--- config.mk ---
export PLATFORM = sky130hd
export DESIGN_NAME = link_table_order_arbiter
export DESIGN_NICKNAME = d
export VERILOG_FILES = /design/src/rtl/link_table_order_arbiter.sv
export SDC_FILE = /design/constraint.sdc
export NUM_CORES = 1
export LEC_CHECK = 0
export ABC_AREA = 1
export CORE_MARGIN = 4
export CORE_UTILIZATION = 35
export DETAILED_ROUTE_END_ITERATION = 12
export GPL_ROUTABILITY_DRIVEN = 1
export PLACE_DENSITY = 0.7
export SYNTH_ARGS = -nofsm -noshare
export SYNTH_HDL_FRONTEND = slang
export SYNTH_SLANG_ARGS = --single-unit
--- constraint.sdc ---
create_clock -name clk -period 2.3 [get_ports clk]
set_input_delay 0.46 -clock clk [delete_from_list [all_inputs] [get_ports clk]]
set_output_delay 0.46 -clock clk [all_outputs]
set_load 0.02 [all_outputs]
--- src/rtl/link_table_order_arbiter.sv ---
// -----------------------------------------------------------------------------
// link_table_order_arbiter
//
// Shares the single order/result port of one link-table manager between
// NUM_REQ client front-ends. Grants are round-robin. Only one order is in
// flight at a time. The manager's result is routed back to the requester that
// issued the order. A watchdog aborts an order that the manager leaves
// unanswered for TIMEOUT_CYCLES cycles and returns a timeout response instead.
// The manager's RAM port is not touched by this block.
//
// Ports
//   clk, rst_n         clock; asynchronous active-low reset
//   req_valid/busy     per-requester order handshake (xfer = valid && !busy)
//   req_type           packed 2 bits per requester: 00 APPE, 01 DELE, 10 CHAG, 11 READ
//   req_table          packed TABLE_WIDTH bits per requester
//   req_node           packed ADDR_WIDTH bits per requester
//   req_data           packed DATA_WIDTH bits per requester
//   rsp_valid          one-hot result valid; only the granted requester is set
//   rsp_busy           per-requester result backpressure
//   rsp_data           shared result data bus
//   rsp_timeout        1 when the result is a watchdog abort
//   mgr_order_*        latched order towards the manager
//   mgr_order_busy     manager order backpressure
//   mgr_dout_valid     manager result valid
//   mgr_dout_busy      backpressure towards the manager result port
//   mgr_dout_data      manager result data
// -----------------------------------------------------------------------------
module link_table_order_arbiter #(
    parameter int NUM_REQ        = 4,
    parameter int ADDR_WIDTH     = 16,
    parameter int DATA_WIDTH     = 16,
    parameter int TABLE_WIDTH    = 8,
    parameter int TIMEOUT_CYCLES = 1024
) (
    input  logic                           clk,
    input  logic                           rst_n,

    input  logic [NUM_REQ-1:0]             req_valid,
    output logic [NUM_REQ-1:0]             req_busy,
    input  logic [2*NUM_REQ-1:0]           req_type,
    input  logic [TABLE_WIDTH*NUM_REQ-1:0] req_table,
    input  logic [ADDR_WIDTH*NUM_REQ-1:0]  req_node,
    input  logic [DATA_WIDTH*NUM_REQ-1:0]  req_data,

    output logic [NUM_REQ-1:0]             rsp_valid,
    input  logic [NUM_REQ-1:0]             rsp_busy,
    output logic [DATA_WIDTH-1:0]          rsp_data,
    output logic                           rsp_timeout,

    output logic                           mgr_order_valid,
    input  logic                           mgr_order_busy,
    output logic [1:0]                     mgr_order_type,
    output logic [TABLE_WIDTH-1:0]         mgr_order_table,
    output logic [ADDR_WIDTH-1:0]          mgr_order_node,
    output logic [DATA_WIDTH-1:0]          mgr_order_data,

    input  logic                           mgr_dout_valid,
    output logic                           mgr_dout_busy,
    input  logic [DATA_WIDTH-1:0]          mgr_dout_data
);

    localparam int IDX_W = (NUM_REQ > 1) ? $clog2(NUM_REQ) : 1;
    localparam int WD_W  = $clog2(TIMEOUT_CYCLES);

    typedef enum logic [1:0] {
        S_IDLE,
        S_ISSUE,
        S_WAIT,
        S_RESP
    } state_t;

    state_t state, state_n;

    logic [IDX_W-1:0]       rr_ptr,  rr_ptr_n;
    logic [IDX_W-1:0]       gnt_idx, gnt_idx_n;
    logic [WD_W-1:0]        wd_cnt,  wd_cnt_n;

    logic                   order_valid_n;
    logic [1:0]             order_type_n;
    logic [TABLE_WIDTH-1:0] order_table_n;
    logic [ADDR_WIDTH-1:0]  order_node_n;
    logic [DATA_WIDTH-1:0]  order_data_n;

    logic [NUM_REQ-1:0]     rsp_valid_n;
    logic [DATA_WIDTH-1:0]  rsp_data_n;
    logic                   rsp_timeout_n;

    logic                   pick_found;
    logic [IDX_W-1:0]       pick_idx;
    logic                   wd_expire;
    logic [IDX_W-1:0]       gnt_next_ptr;

    // -------------------------------------------------------------------------
    // Round-robin search: first valid requester at or after rr_ptr, wrapping.
    // -------------------------------------------------------------------------
    always_comb begin : grant_search
        int cand;
        // NOTE: every signal written here gets a default before any branch so
        // no path leaves it unassigned and no latch is inferred.
        cand       = 0;
        pick_found = 1'b0;
        pick_idx   = '0;
        for (int k = 0; k < NUM_REQ; k++) begin
            cand = int'(rr_ptr) + k;
            if (cand >= NUM_REQ) begin
                cand = cand - NUM_REQ;
            end
            if (!pick_found && req_valid[IDX_W'(cand)]) begin
                pick_found = 1'b1;
                pick_idx   = IDX_W'(cand);
            end
        end
    end

    // Only the requester about to be granted sees its order accepted.
    always_comb begin
        req_busy = '1;
        if (state == S_IDLE && pick_found) begin
            req_busy[pick_idx] = 1'b0;
        end
    end

    // Results are accepted in WAIT; in IDLE a stray result is swallowed so a
    // late answer to an aborted order cannot stall the manager.
    assign mgr_dout_busy = !(state == S_IDLE || state == S_WAIT);

    assign wd_expire    = (wd_cnt == WD_W'(TIMEOUT_CYCLES - 1));
    assign gnt_next_ptr = (gnt_idx == IDX_W'(NUM_REQ - 1)) ? '0 : gnt_idx + 1'b1;

    // -------------------------------------------------------------------------
    // Next-state and next-output logic
    // -------------------------------------------------------------------------
    always_comb begin
        state_n       = state;
        rr_ptr_n      = rr_ptr;
        gnt_idx_n     = gnt_idx;
        wd_cnt_n      = wd_cnt;
        order_valid_n = mgr_order_valid;
        order_type_n  = mgr_order_type;
        order_table_n = mgr_order_table;
        order_node_n  = mgr_order_node;
        order_data_n  = mgr_order_data;
        rsp_valid_n   = rsp_valid;
        rsp_data_n    = rsp_data;
        rsp_timeout_n = rsp_timeout;

        case (state)
            S_IDLE: begin
                if (pick_found) begin
                    gnt_idx_n     = pick_idx;
                    order_type_n  = req_type [int'(pick_idx)*2           +: 2];
                    order_table_n = req_table[int'(pick_idx)*TABLE_WIDTH +: TABLE_WIDTH];
                    order_node_n  = req_node [int'(pick_idx)*ADDR_WIDTH  +: ADDR_WIDTH];
                    order_data_n  = req_data [int'(pick_idx)*DATA_WIDTH  +: DATA_WIDTH];
                    order_valid_n = 1'b1;
                    wd_cnt_n      = '0;
                    state_n       = S_ISSUE;
                end
            end

            S_ISSUE: begin
                wd_cnt_n = wd_cnt + 1'b1;
                if (wd_expire) begin
                    order_valid_n        = 1'b0;
                    rsp_data_n           = '0;
                    rsp_timeout_n        = 1'b1;
                    rsp_valid_n          = '0;
                    rsp_valid_n[gnt_idx] = 1'b1;
                    state_n              = S_RESP;
                end else if (!mgr_order_busy) begin
                    order_valid_n = 1'b0;
                    state_n       = S_WAIT;
                end
            end

            S_WAIT: begin
                wd_cnt_n = wd_cnt + 1'b1;
                // A manager answer in the expiry cycle still counts as a
                // normal response.
                if (mgr_dout_valid) begin
                    rsp_data_n           = mgr_dout_data;
                    rsp_timeout_n        = 1'b0;
                    rsp_valid_n          = '0;
                    rsp_valid_n[gnt_idx] = 1'b1;
                    state_n              = S_RESP;
                end else if (wd_expire) begin
                    order_valid_n        = 1'b0;
                    rsp_data_n           = '0;
                    rsp_timeout_n        = 1'b1;
                    rsp_valid_n          = '0;
                    rsp_valid_n[gnt_idx] = 1'b1;
                    state_n              = S_RESP;
                end
            end

            S_RESP: begin
                // Backpressure from requesters that were not granted is ignored.
                if (!rsp_busy[gnt_idx]) begin
                    rsp_valid_n = '0;
                    rr_ptr_n    = gnt_next_ptr;
                    state_n     = S_IDLE;
                end
            end

            default: begin
                state_n = S_IDLE;
            end
        endcase
    end

    // -------------------------------------------------------------------------
    // State and registered outputs
    // -------------------------------------------------------------------------
    always_ff @(posedge clk or negedge rst_n) begin
        if (!rst_n) begin
            state           <= S_IDLE;
            rr_ptr          <= '0;
            gnt_idx         <= '0;
            wd_cnt          <= '0;
            mgr_order_valid <= 1'b0;
            mgr_order_type  <= '0;
            mgr_order_table <= '0;
            mgr_order_node  <= '0;
            mgr_order_data  <= '0;
            rsp_valid       <= '0;
            rsp_data        <= '0;
            rsp_timeout     <= 1'b0;
        end else begin
            // NOTE: non-blocking assignments here so every register samples
            // the values computed for this edge, independent of statement order.
            state           <= state_n;
            rr_ptr          <= rr_ptr_n;
            gnt_idx         <= gnt_idx_n;
            wd_cnt          <= wd_cnt_n;
            mgr_order_valid <= order_valid_n;
            mgr_order_type  <= order_type_n;
            mgr_order_table <= order_table_n;
            mgr_order_node  <= order_node_n;
            mgr_order_data  <= order_data_n;
            rsp_valid       <= rsp_valid_n;
            rsp_data        <= rsp_data_n;
            rsp_timeout     <= rsp_timeout_n;
        end
    end

endmodule

==> summary.txt <==
Clocking
  – Clk buf depth: 2
  – Clock sinks: 80
  – Cts-stage hold buffer count: 0
  – Total CTS buffers: 9
  – Clk pin slew, worst setup/hold paths: 70 ps
  – Skew-Pair Late Insertion Delay: 350 ps
  – TritonCTS clock tree: built
  – Root buffer cell: clkbuf_16
  – H-Tree Depth: 3

Drt
  – Drt total wl: 21.9 mm
  – Via count: 7126
  – DR pass1 iterations: 9
  – Vias/cell: 4.79
  – Post-route DRC: 1
  – Detail Route Antenna Nets: 0
  – Avg WL per Cell: 14.7 um
  – DRC marker count from the first detailed-route iteration: 389

STA
  – Clk_skew: 9.63 ps
  – Worst slew pin tran: 542 ps
  – Setup ws final: -246 ps
  – Period utilization: 1.11
  – Max-slew violation count: 0
  – Max frequency: 393 MHz
  – Worst slew margin: 0.638
  – RSZ-0062 raised after global routing: true
  – Final min period: 2550 ps
  – Final Hold Viols: 0
  – Final setup violation count: 32

Global routing
  – GR Util met1: 0.257
  – First-pass GRT wire length: 34.4 mm
  – Total gr overflow: 0
  – Met2 Use GR: 0.371
  – All-layer global routing usage: 0.216
  – Largest net degree at the start of global routing: 59
  – Grt peak-use layer: met2
  – Grt met3 use: 0.0638
  – Initial antenna violation count: 1
  – Vias in the first global route: 6674

Synthesis
  – Mapped Nets: 1192
  – Post-synth EDFFs: 0
  – Cell count after synthesis: 985
  – Fraction of registers with async set or reset after synthesis: 1.00
  – Post-Synth Adder-Cell Area: 0.0226
  – Ys Warns: 0
  – Main combinational cell family by area after synthesis: simple AND/OR/NAND/NOR gates
  – Simple logic cell fraction of the synthesized area: 0.425
  – Synth cell types: 31
  – Post-Synth XOR/XNOR Area: 0.00432
  – Sequential share of the synthesized area: 0.329
  – Post-synthesis compound-gate area fraction: 0.0374
  – Mapped cell area: 0.00609 sq mm
  – Commonest register cell after synthesis: dfrtp_1
  – Number of synthesized register bits: 80
  – Avg Cell Area, Syn: 6.18 sq um
  – Mux share of post-synthesis cell area: 0.00185

Critical path
  – CP Launch Type: primary input
  – R2r setup slk: -130 ps
  – Maximum fanout along the worst path: 4
  – Req. time, crit path: 1840 ps
  – CP Capture Type: output port
  – Crit Path Category: in -> out
  – Crit path DAT: 2090 ps
  – RR Startpoint: rr_ptr[0]$_DFFE_PN0P_
  – R2r endpoint: mgr_order_data[10]$_DFFE_PN0P_
  – Capture point of the critical path: req_busy[2]
  – Worst r2r path cells: 16
  – Crit path from: req_valid[2]

Flow run
  – # Max-Cap Violations: 0

Floorplan
  – Initial Util: 0.362
  – Die X: 140 um
  – I/O pin count: 265
  – Die H: 140 um
  – # rows: 47
  – Die area: 0.0196 sq mm
  – Core box area: 0.0168 sq mm

Layout
  – Layout cells sized above 1: 0.101
  – Leading cell type in the layout, fill and taps excluded: nand2_1
  – Commonest cells after routing, fill and taps aside: nand2_1 (338), clkdlybuf4s50_1 (255), inv_1 (193), nand3_1 (96), nand4_1 (87)
  – Syn-to-layout area delta: 60.0%
  – Nets: 1468

Place
  – Pre-CTS WS: -751 ps
  – Gpl congestion: 0.882
  – Port bufs: 264
  – Post-DP HPWL: 15.8 mm

Power and ir drop
  – Cell Pwr Density: 1480 mW/mm^2
  – P_leak: 5.24 nW
  – Max VDD drop: 0.000877 V
  – Power Total: 14.4 mW

Worst hold path
  – Hold Path Class: in -> async

Outcome
  – Status: complete, but fails checks
  – Failing checks: DRC, setup timing
report_power, final:
part / internal, mW / leakage [nW] / switching, mW
combinational: 4.17 / 4.08 / 6.18
clock: 0.975 / 0.163 / 0.653
sequential: 2.08 / 1.00 / 0.373
synthesized netlist by cell type, types with 2 or more instances:
cell	count	area [sq um]
nand2_1	355	1330
inv_1	199	747
nand3_1	101	505
nand4_1	87	544
dfrtp_1	80	2000
buf_2	35	175
o21ai_0	31	155
nor2_1	25	93.8
clkbuf_1	11	41.3
ha_1	11	138
a21oi_1	8	40.0
buf_4	6	45.0
buf_6	5	56.3
nand2_2	5	31.3
inv_2	4	15.0
xor2_1	3	26.3
buf_1	2	7.51
nand3_2	2	20.0
nor3_1	2	10.0
o21ai_1	2	10.0
registers in the layout, indices dropped and copies added, names as in the netlist:
name             cells
mgr_order_data      16
mgr_order_node      16
rsp_data            16
wd_cnt              10
mgr_order_table      8
rsp_valid            4
gnt_idx              2
mgr_order_type       2
rr_ptr               2
state                2
mgr_order_valid      1
rsp_timeout          1
critical path, cell delays in order:
cell and delay [ps]:
clkdlybuf4s50_1 490, inv_2 60, nand2_1 50, nand2_1 110, nor2_1 190, nor2_4 60, nand3_4 120, nand2_4 80
inv_6 70, nand2_2 50, inv_2 60, buf_6 110, nand2_4 50, buf_12 130
routing by layer:
metal  wire length (um)  vias to the layer above
met2              10800                      273
met3               1840                       35
met1               8640                     3216
met5                  0                        -
li1                   -                     3602
met4                593                        0
worst min-delay path by stage:
stage / endpoint / slack, ps / start
after floorplan: gnt_idx[0]$_DFFE_PN0P_ / 160 / rst_n
after global placement: mgr_order_data[0]$_DFFE_PN0P_ / 460 / mgr_order_data[0]$_DFFE_PN0P_
after detailed placement: mgr_order_data[14]$_DFFE_PN0P_ / 460 / mgr_order_data[14]$_DFFE_PN0P_
after CTS: state[1]$_DFFE_PN0P_ / 100 / rst_n
after global routing: state[1]$_DFFE_PN0P_ / 130 / rst_n
final: state[1]$_DFFE_PN0P_ / 100 / rst_n
cell families after synthesis:
logic type               count (synthesis)
AND/OR/NAND/NOR                        582
buffers and inverters                  264
flip-flops                              80
AO/OA/AOI/OAI                           44
adder cells (fa/ha/maj)                 11
XOR/XNOR                                 3
multiplexers                             1
repair_timing:
item                       in CTS  in global routing
pin swaps                      16                 17
cloned                          1                  1
setup buffers                  11                  4
hold endpoints to repair        0                  0
setup endpoints to repair      48                 57
gates resized for setup        60                 31
through the flow:
step	area, sq um	instances	util	setup TNS [ps]	hold slack, ps
detailed placement	9050	1454	0.538	-25640	464
global route	9740	1487	0.579	-9880	125
CTS	9560	1481	0.569	-2060	95.2
finish	9740	1487	0.579	-2580	98.1
floorplan	6090	985	-	0	164
global placement	9050	1454	0.538	-22140	461
final cells by class:
class | count | area [sq um]
repair buffers | 323 | 3210
diodes | 1 | 2.50
multi-input cells | 641 | 3130
well taps | 220 | 275
clock inverters | 7 | 106
repair inverters | 1 | 7.51
clock buffers | 9 | 225
flip-flops and latches | 80 | 2000
fillers | 1647 | 7080
inverters | 205 | 779
Note: power is estimated with default switching activity, not from simulation.
